--- config.mk ---
export PLATFORM = sky130hd
export DESIGN_NAME = alu_muldiv_seq
export DESIGN_NICKNAME = d
export VERILOG_FILES = /design/src/rtl/alu_pkg.sv /design/src/rtl/muldiv_iter_core.sv /design/src/rtl/alu_muldiv_seq.sv
export SDC_FILE = /design/constraint.sdc
export NUM_CORES = 1
export LEC_CHECK = 0
export CAP_MARGIN = 20
export CORE_MARGIN = 2
export CORE_UTILIZATION = 40
export DETAILED_ROUTE_END_ITERATION = 10
export RECOVER_POWER = 25
export SLEW_MARGIN = 0
export SYNTH_ARGS = -nofsm -noshare
export SYNTH_HDL_FRONTEND = slang
export SYNTH_SLANG_ARGS = --single-unit
--- constraint.sdc ---
create_clock -name clk -period 7.9 [get_ports clk]
set_clock_uncertainty 0.1 [all_clocks]
set_input_delay 0.79 -clock clk [delete_from_list [all_inputs] [get_ports clk]]
set_output_delay 0.79 -clock clk [all_outputs]
set_load 0.05 [all_outputs]
--- src/rtl/alu_pkg.sv ---
// alu_pkg: shared funct encodings and FSM state type for the sequential mul/div unit.
//   FN_*    : 5-bit ALU funct codes handled by alu_muldiv_seq
//   state_t : controller states (IDLE, MUL, DIV, DONE)
package alu_pkg;

    localparam logic [4:0] FN_MFHI = 5'b00011;
    localparam logic [4:0] FN_MFLO = 5'b00100;
    localparam logic [4:0] FN_MUL  = 5'b00101;
    localparam logic [4:0] FN_DIV  = 5'b00110;
    localparam logic [4:0] FN_DIVU = 5'b00111;

    typedef enum logic [1:0] {
        IDLE,
        MUL,
        DIV,
        DONE
    } state_t;

endpackage

--- src/rtl/muldiv_iter_core.sv ---
// muldiv_iter_core: iterative shift-add multiplier / restoring divider datapath on operand magnitudes.
//   clk, rst_n      : clock, asynchronous active-low reset
//   load            : capture operand magnitudes, signs and mode; clear accumulator
//   step            : advance one iteration
//   is_div          : 1 = divide, 0 = multiply (sampled on load)
//   is_signed       : treat operands as two's complement (sampled on load)
//   a_in, b_in      : operand A (multiplicand / dividend), operand B (multiplier / divisor)
//   hi_out, lo_out  : sign-corrected result as it will stand after the current step
//                     (mul: product high/low word; div: remainder / quotient)
module muldiv_iter_core #(
    parameter int XLEN = 32
) (
    input  logic            clk,
    input  logic            rst_n,
    input  logic            load,
    input  logic            step,
    input  logic            is_div,
    input  logic            is_signed,
    input  logic [XLEN-1:0] a_in,
    input  logic [XLEN-1:0] b_in,
    output logic [XLEN-1:0] hi_out,
    output logic [XLEN-1:0] lo_out
);

    logic [XLEN:0]     acc_hi, nxt_hi, sum, shl;
    logic [XLEN-1:0]   acc_lo, nxt_lo, opnd, mag_a, mag_b;
    logic [2*XLEN-1:0] prod, prod_fix;
    logic              div_mode, neg_q, neg_r, sa, sb, ge;

    always_comb begin
        sa       = is_signed & a_in[XLEN-1];
        sb       = is_signed & b_in[XLEN-1];
        mag_a    = sa ? -a_in : a_in;
        mag_b    = sb ? -b_in : b_in;
        // multiply: add multiplicand when the multiplier LSB is set, then shift {hi,lo} right
        sum      = acc_hi + {1'b0, opnd & {XLEN{acc_lo[0]}}};
        // divide: shift the next dividend bit into the partial remainder, subtract if it fits
        shl      = {acc_hi[XLEN-1:0], acc_lo[XLEN-1]};
        ge       = shl >= {1'b0, opnd};
        nxt_hi   = div_mode ? (ge ? shl - {1'b0, opnd} : shl) : {1'b0, sum[XLEN:1]};
        nxt_lo   = div_mode ? {acc_lo[XLEN-2:0], ge} : {sum[0], acc_lo[XLEN-1:1]};
        prod     = {nxt_hi[XLEN-1:0], nxt_lo};
        prod_fix = neg_q ? -prod : prod;
        hi_out   = div_mode ? (neg_r ? -nxt_hi[XLEN-1:0] : nxt_hi[XLEN-1:0]) : prod_fix[2*XLEN-1:XLEN];
        lo_out   = div_mode ? (neg_q ? -nxt_lo : nxt_lo) : prod_fix[XLEN-1:0];
    end

    always_ff @(posedge clk or negedge rst_n) begin
        if (!rst_n) begin
            acc_hi   <= '0;
            acc_lo   <= '0;
            opnd     <= '0;
            div_mode <= 1'b0;
            neg_q    <= 1'b0;
            neg_r    <= 1'b0;
        end else if (load) begin
            acc_hi   <= '0;
            acc_lo   <= mag_a;
            opnd     <= mag_b;
            div_mode <= is_div;
            neg_q    <= sa ^ sb;
            neg_r    <= sa;
        end else if (step) begin
            acc_hi   <= nxt_hi;
            acc_lo   <= nxt_lo;
        end
    end

endmodule

--- src/rtl/alu_muldiv_seq.sv ---
// alu_muldiv_seq: sequential mul/div/divu unit with architectural HI/LO and mfhi/mflo readback.
//   clk, rst_n : clock, asynchronous active-low reset
//   start      : request strobe, accepted only while busy is low
//   funct      : 5-bit operation code (alu_pkg FN_*)
//   a_input    : operand A (multiplicand / dividend)
//   b_input    : operand B (multiplier / divisor)
//   busy       : operation in flight (MUL or DIV)
//   done       : one-cycle completion pulse
//   res        : result word, held until overwritten by a later operation
//   hi, lo     : architectural HI/LO registers
module alu_muldiv_seq
    import alu_pkg::*;
#(
    parameter int XLEN  = 32,
    parameter int ITERS = XLEN
) (
    input  logic            clk,
    input  logic            rst_n,
    input  logic            start,
    input  logic [4:0]      funct,
    input  logic [XLEN-1:0] a_input,
    input  logic [XLEN-1:0] b_input,
    output logic            busy,
    output logic            done,
    output logic [XLEN-1:0] res,
    output logic [XLEN-1:0] hi,
    output logic [XLEN-1:0] lo
);

    localparam int CW = (ITERS > 1) ? $clog2(ITERS) : 1;

    state_t          state, state_nxt, issue_st;
    logic [CW-1:0]   cnt;
    logic [XLEN-1:0] core_hi, core_lo;
    logic            accept, last, is_div_op, div_zero;

    assign accept    = start & ~busy;
    assign last      = cnt == CW'(ITERS - 1);
    assign is_div_op = (funct == FN_DIV) || (funct == FN_DIVU);
    assign div_zero  = is_div_op && (b_input == '0);
    // divide-by-zero, moves and unsupported codes complete in a single cycle
    assign issue_st  = (funct == FN_MUL) ? MUL : (is_div_op && !div_zero) ? DIV : DONE;

    muldiv_iter_core #(
        .XLEN(XLEN)
    ) u_core (
        .clk       (clk),
        .rst_n     (rst_n),
        .load      (accept),
        .step      (busy),
        .is_div    (is_div_op),
        .is_signed (funct != FN_DIVU),
        .a_in      (a_input),
        .b_in      (b_input),
        .hi_out    (core_hi),
        .lo_out    (core_lo)
    );

    always_ff @(posedge clk or negedge rst_n) begin
        if (!rst_n) state <= IDLE;
        else        state <= state_nxt;
    end

    always_comb begin
        state_nxt = busy ? (last ? DONE : state) : (accept ? issue_st : IDLE);
    end

    always_comb begin
        busy = (state == MUL) || (state == DIV);
        done = state == DONE;
    end

    // the final iteration and the HI/LO write share one edge: capture the core's post-step view
    always_ff @(posedge clk or negedge rst_n) begin
        if (!rst_n) begin
            cnt <= '0;
            res <= '0;
            hi  <= '0;
            lo  <= '0;
        end else if (accept) begin
            cnt <= '0;
            case (funct)
                FN_MFHI: res <= hi;
                FN_MFLO: res <= lo;
                FN_MUL:  ;
                FN_DIV, FN_DIVU: begin
                    if (div_zero) begin
                        res <= '1;
                        lo  <= '1;
                        hi  <= a_input;
                    end
                end
                default: res <= '0;
            endcase
        end else if (busy) begin
            cnt <= cnt + CW'(1);
            if (last) begin
                hi  <= core_hi;
                lo  <= core_lo;
                res <= core_lo;
            end
        end
    end

endmodule

== Word-level counts from Yosys, hierarchy flattened ==
Cells that the tools add are included.

* Logic and storage cells: 85
* Flip-flop bits (word level): 203

* Equality and inequality tests: 15
* Muxes and demuxes: 33
* Magnitude comparators: 1
* Add/sub/neg operators: 8
* Bitwise gates (word level): 6
* Reductions and logical operators: 11

{| class="wikitable"
|+ Operator list
! kind !! number
|-
| 2-to-1 mux 32 bit || 20
|-
| 2-to-1 mux 33 bit || 4
|-
| negator 32 bit || 4
|-
| case mux 32 bit (4 select lines) || 1
|-
| 2-to-1 mux 64 bit || 1
|-
| negator 64 bit || 1
|-
| adder 33 x 32 -> 33 bit || 1
|-
| greater-or-equal comparator 33 x 32 -> 1 bit || 1
|-
| subtractor 33 x 32 -> 33 bit || 1
|-
| AND 32 bit || 1
|-
| zero test 32 bit || 1
|-
| equality test 5 x 3 -> 1 bit, second input constant || 4
|-
| 2-to-1 mux 5 bit || 2
|-
| 2-to-1 mux 2 bit || 4
|-
| AND reduction 4 bit || 2
|-
| inequality test 2 x 1 -> 1 bit, second input constant || 3
|-
| adder 5 x 1 -> 5 bit, second input constant || 1
|-
| equality test 5 x 2 -> 1 bit, second input constant || 1
|-
| equality test 5 bit, second input constant || 1
|-
| inequality test 5 x 3 -> 1 bit, second input constant || 1
|-
| equality test 2 bit, second input constant || 2
|-
| nonzero test 2 bit || 2
|-
| AND 1 bit || 3
|-
| inequality test 3 bit, second input constant || 1
|-
| 9 further kinds || 11
|}

== Logic depth before layout (Yosys ltp) ==
* Depth after elaboration: 9
* Depth in mapped cells: 26

== By module ==
From an unflattened synthesis, not the netlist that was laid out.

* Cells, all modules: 2200
* Area total of the unflattened synthesis: 17337.9 sq um

{| class="wikitable"
|+ Modules (own cells, without submodules)
! module !! cells an instance !! area an instance (sq um) !! instances
|-
| muldiv_iter_core || 1721 || 12483.2 || 1
|-
| alu_muldiv_seq || 479 || 4854.7 || 1
|}

== Worst setup path after synthesis ==
No wires, ideal clock.

* Kind: register to register
* Start point: register u_core.div_mode
* End point: register hi[20]
* Path buffers: 8
* Slack: 2.855 ns
* Arrival time: 4.813 ns
* Period minus slack after synthesis: 5.045 ns
* Cell stages (with the launch flop): 24
* Library setup time: 0.132 ns
* Cell sequence: dfrtp_1 -> buf_2 -> buf_2 -> buf_2 -> buf_2 -> buf_2 -> buf_2 -> buf_1 -> buf_2 -> o21ai_0 -> inv_1 -> ha_1 -> o2111ai_1 -> or3_1 -> nor2_1 -> nand2b_1 -> or2_2 -> nand2_1 -> nand3_1 -> or4_4 -> o21a_1 -> xor2_1 -> mux2i_1 -> o21ai_1

* Word-level cells in the longest chain between the ends: 7
* Elaborated cells between the ends (all ways): 10
* Those cells by class: add/sub (2); mux (8)

{| class="wikitable"
|+ Ends and longest elaborated chain
! element !! line !! RTL
|-
| start: declaration || muldiv_iter_core.sv:28 || <nowiki>logic div_mode, neg_q, neg_r, sa, sb, ge;</nowiki>
|-
| start signal: assignment || muldiv_iter_core.sv:60 || <nowiki>div_mode <= is_div;</nowiki>
|-
| 2-to-1 mux 32 bit / 2-to-1 mux 33 bit (equally long branches) || muldiv_iter_core.sv:41, muldiv_iter_core.sv:40 ||
|-
| negator 64 bit / negator 32 bit (equally long branches) || muldiv_iter_core.sv:43, muldiv_iter_core.sv:44 ||
|-
| 2-to-1 mux 64 bit / 2-to-1 mux 32 bit (equally long branches) || muldiv_iter_core.sv:43, muldiv_iter_core.sv:44 ||
|-
| 2-to-1 mux 32 bit * || muldiv_iter_core.sv:44 || <nowiki>hi_out = div_mode ? (neg_r ? -nxt_hi[XLEN-1:0] : nxt_hi[XLEN-1:0]) : prod_fix[2*XLEN-1:XLEN];</nowiki>
|-
| 2-to-1 mux 32 bit * || alu_muldiv_seq.sv:97 || <nowiki>if (last) begin</nowiki>
|-
| 2-to-1 mux 32 bit * || alu_muldiv_seq.sv:95 || <nowiki>end else if (busy) begin</nowiki>
|-
| 2-to-1 mux 32 bit * || alu_muldiv_seq.sv:80 || <nowiki>end else if (accept) begin</nowiki>
|-
| end signal: assignment || alu_muldiv_seq.sv:90 || <nowiki>hi <= a_input;</nowiki>
|-
| end signal: assignment || alu_muldiv_seq.sv:98 || <nowiki>hi <= core_hi;</nowiki>
|-
| end: declaration || alu_muldiv_seq.sv:26 || <nowiki>output logic [XLEN-1:0] hi,</nowiki>
|}

Mark *: on every way between the ends. The rest lies on a longest branch, timed or not. The select of a mux whose other input is x is not followed.
A chain may end at the register's enable or synchronous reset.

== Worst setup path after layout ==
* Start point: register u_core.opnd[12]
* End point: register hi[22]

* Word-level cells in the longest chain between the ends: 9
* Elaborated cells between the ends (all ways): 15
* Those cells by class: add/sub (4); order compare (1); mux (9); bitwise (1)

{| class="wikitable"
|+ Ends and longest elaborated chain
! element !! line !! RTL
|-
| start: declaration || muldiv_iter_core.sv:26 || <nowiki>logic [XLEN-1:0] acc_lo, nxt_lo, opnd, mag_a, mag_b;</nowiki>
|-
| start signal: assignment || muldiv_iter_core.sv:59 || <nowiki>opnd <= mag_b;</nowiki>
|-
| AND 32 bit, or another cell as far along || muldiv_iter_core.sv:36 || <nowiki>sum = acc_hi + {1'b0, opnd & {XLEN{acc_lo[0]}}};</nowiki>
|-
| adder 33 x 32 -> 33 bit / 2-to-1 mux 33 bit (equally long branches) || muldiv_iter_core.sv:36, muldiv_iter_core.sv:40 ||
|-
| 2-to-1 mux 33 bit || muldiv_iter_core.sv:40 || <nowiki>nxt_hi = div_mode ? (ge ? shl - {1'b0, opnd} : shl) : {1'b0, sum[XLEN:1]};</nowiki>
|-
| negator 64 bit / negator 32 bit (equally long branches) || muldiv_iter_core.sv:43, muldiv_iter_core.sv:44 ||
|-
| 2-to-1 mux 64 bit / 2-to-1 mux 32 bit (equally long branches) || muldiv_iter_core.sv:43, muldiv_iter_core.sv:44 ||
|-
| 2-to-1 mux 32 bit * || muldiv_iter_core.sv:44 ||
|-
| 2-to-1 mux 32 bit * || alu_muldiv_seq.sv:97 ||
|-
| 2-to-1 mux 32 bit * || alu_muldiv_seq.sv:95 ||
|-
| 2-to-1 mux 32 bit * || alu_muldiv_seq.sv:80 ||
|}

Marked as above.

==> run summary <==
The worst register-to-register path has a depth of 23. For the total leakage power, the log shows 8.19 nW. From left edge to right edge, the die measures 210 um. In the routed layout, each cell is associated on average with a via count of 6.18. For this run, the top clock speed supported by timing is 0.161 GHz. The register clock-pin slew on the reported worst setup and hold paths is 70 ps, and the final critical-path share of the clock period is 78.8%. Max-cap violations in this run came to 3. When the netlist entered floorplanning its net count stood at 2271. STA classifies the critical path startpoint as a flip-flop. The signal on the critical path passes through inv_1, ha_1, a21oi_1, o21a_1, a2bb2oi_2, a31o_1, nand2_8, nand2_1, o21ai_0, inv_1, ha_1, o2111ai_1, or3_1, nor2_1, nand2b_1, or2_2, o21ai_0, nand3_1, o32ai_1, or2_1, a31oi_1, xnor2_1, a21oi_1. The worst endpoint required time was 8240 ps. Counting distinct cell types in the post-synthesis netlist gives 96. The run gives 1 as the number of levels the H-tree was split into.

The sequential cells in the finished layout cover a total of 5080 um^2. The power per unit of standard cell area is 512 nW/um^2, and the number of nets with antenna violations after routing is 0. In the final layout, the share of cells above drive strength 1 is 6.61%. Tracing the worst setup path back leads to its startpoint at u_core.opnd[12]. The run gives 40.5% as the starting density of the core.

TritonCTS built the clock tree. The final count of negative-setup-slack endpoints is 0, and the footprint of the multi-input gates is 11100 um^2. For this run, the detailed router's first-pass iteration total came to 7.

For this run, the register share of the synthesized area comes to 30.0%. Source of the worst register-to-register timing path: u_core.opnd[12]. Count of unresolved DRC violations after routing: 0. For the final routed database, the setup TNS stands at 0 ps. For the net count reported at finish, the log shows 2365. Measured along the y axis, the die boundary spans 210 um. In the synthesized netlist, the cells that appear most often are nand2_1, dfrtp_1, o21ai_0.

The clock passes through at most 3 buffers. For the finished layout, the period the worst path requires is 6230 ps. The total clock buffers created by CTS is 25.

The critical path runs through a total of 23 cells. The worst setup path is captured at a flip-flop. Global routing used 30.2% of the available tracks across all layers. The run gives 52.3 mm as the half-perimeter wire length after placement. The cell accounting for the most synthesized area was dfrtp_1. The initial antenna violation count came out at 3.

Setup repair after global routing left no endpoint under its margin. The global placer's final weighted congestion came out at 0.981. For the post-cts resize count, the log shows 0. The cell with the largest stage delay on the worst path is a31o_1. After detailed routing, the average wire length per cell comes to 24.2 um. The startpoint identified for the worst hold timing path is res[13]. In this run the cell area of the synthesized design comes to 17000 um^2. The kind of cell adding the most delay to the critical path is compound AO/OA/AOI/OAI gates. In this design, the stage delay of the slowest critical-path cell is 630 ps. In this run the post-CTS setup repair buffer count came out at 0. The worst hold-check path type was flip-flop to flip-flop. Measured against its own limit, the worst slew margin works out to -139%. Pin count of the biggest net entering global routing: 74.

In this run the worst path has a maximum fanout of 19. Ranked by total cell area, the synthesized netlist is headed by dfrtp_1, nand2_1, o21ai_0. The global route total overflow came out at 0. Of all flip-flops after synthesis, the portion carrying an async set or reset was 100%. The area enclosed by the die boundary is 44000 um^2, and the slew at the pin with the worst max-slew slack is 3590 ps. Arrival time reported for the critical path endpoint: 6570 ps. The first global-routing pass estimated 103 mm of wire. The number of pins exceeding their max-slew limit in the final report is 208. The worst setup path is of the flip-flop to flip-flop kind. The instance count along the most critical hold path works out to 2. The tools report the number of hold-repair buffers added at the cts stage as 0.

Via count: 17188. Wires add up to 67.4 mm. Compared with the post-synthesis result, the final layout area differs by 17.8%.

The total area inside the core boundary comes to 41900 um^2. The number of placement rows is 75, and the worst-case hold slack is 379 ps. The maximum VDD drop came out at 0.000282 V. The most numerous cell in the Yosys netlist was nand2_1. The run gives 16822 as the via count of the first global-routing pass.

The tree is rooted in a clkbuf_16. At the end of the flow the core is filled with cells to 47.7%. The count of buffers added on input and output ports is 169. The logs give 4117 for the number of filler cells placed in the layout and 170 for the I/O pin count. The top cell type by area accounts for 30.0% of the synthesized area. The DRC violation total after the first TritonRoute iteration is 1468.

The flow ran to the end, but the final reports show violations. Clock insertion delay at the later pin of the skew report: 590 ps. The synthesized design contains 0 enable-type register cells. The synthesized design contains 203 register bits.

The mean area per synthesized cell is 7.97 um^2, and the number of hold violations in the final report is 0. Counting every instance in the synthesized netlist gives 2126. For this run, the number of Yosys warnings is 0. The critical path contains buffers and inverters numbering 2 combined. For this run, the leading register cell type out of synthesis is dfrtp_1. The final reports fail on max-capacitance violations, max-slew violations. The number of sinks handled by clock tree synthesis was 203.
-- report_power, final --
| part | total (W) | internal, W | switching, W |
|---|---|---|---|
| Clock | 0.00128 | 0.000775 | 0.000502 |
| Sequential | 0.00179 | 0.00141 | 0.000384 |
| Combinational | 0.00716 | 0.00237 | 0.00479 |
| Total | 0.0102 | 0.00455 | 0.00568 |
-- layout by cell type, fill, tap and decap left out, types with 42 or more instances in the layout --
master and n:
a21oi_1 164, and2_1 48, clkdlybuf4s50_1 167, dfrtp_1 202
ha_1 70, inv_1 63, nand2_1 268, nand3_1 42
nor2_1 173, o21ai_0 191, o31ai_1 57, xnor2_1 75
xor2_1 83
-- cells by family after synthesis --
group           count (synthesis)  synth area share (%)
simple gates                  743                  21.0
flops                         203                  30.0
mux                            44                  2.66
buf+inv                       195                  4.64
fa+ha+maj                      73                  5.48
xor+xnor                      158                  8.16
compound gates                710                  28.1
-- layout make-up --
type                       count  share of cell area [%]
clock buffer                  40                    4.12
tap                          539                    3.38
timing repair buffer         198                    9.58
inverter                      64                    1.20
clock inverter                 5                   0.451
sequential                   203                    25.5
antenna                        2                  0.0251
multi-input combinational   1728                    55.8
-- per-stage QoR --
step | total power (W) | setup slack (ps) | instances | instance area, um^2
4_1_cts | 0.0101 | 1740 | 2777 | 20000
5_1_grt | 0.0109 | 1300 | 2777 | 20000
6_report | 0.0102 | 1670 | 2779 | 20000
2_1_floorplan | 0.00657 | 2850 | 2126 | 17000
3_3_place_gp | 0.00880 | 2030 | 2731 | 19000
3_5_place_dp | 0.00883 | 1770 | 2732 | 19100
-- routing by layer --
layer	GRT usage [%]	up-vias	share of wire [%]
li1	-	7951	-
met1	38.0	8312	41
met2	51.4	766	47
met3	5.12	157	7.5
met4	12.5	2	4.7
met5	0	-	0.018
-- worst paths after layout --
check	end	slack [ps]
setup / recovery	hi[22]	1670
hold / removal	res[13]	380
setup reg to reg	hi[22]	1670
hold reg to reg	res[13]	380
max in group asynchronous	u_core.div_mode	2810
min in group asynchronous	u_core.acc_lo[15]	1320
-- worst register-to-register path, cell delays in order (launching register included) --
cell and delay, ps:
dfrtp_1 350, inv_1 70, ha_1 440, a21oi_1 310, o21a_1 230, a2bb2oi_2 280, a31o_1 630, nand2_8 230
nand2_1 250, o21ai_0 170, inv_1 200, ha_1 260, o2111ai_1 220, or3_1 460, nor2_1 180, nand2b_1 100
or2_2 330, o21ai_0 220, nand3_1 110, o32ai_1 370, or2_1 200, a31oi_1 110, xnor2_1 190, a21oi_1 80
-- state kept, by name, summed over array words and instances (netlist names) --
signal and flops:
cnt 5, u_core.acc_lo 32, hi 32, lo 32, u_core.neg_q 1, u_core.opnd 32
u_core.div_mode 1, u_core.neg_r 1, res 32, state 2, u_core.acc_hi 33
No activity file was read; power rests on OpenSTA's default activity.
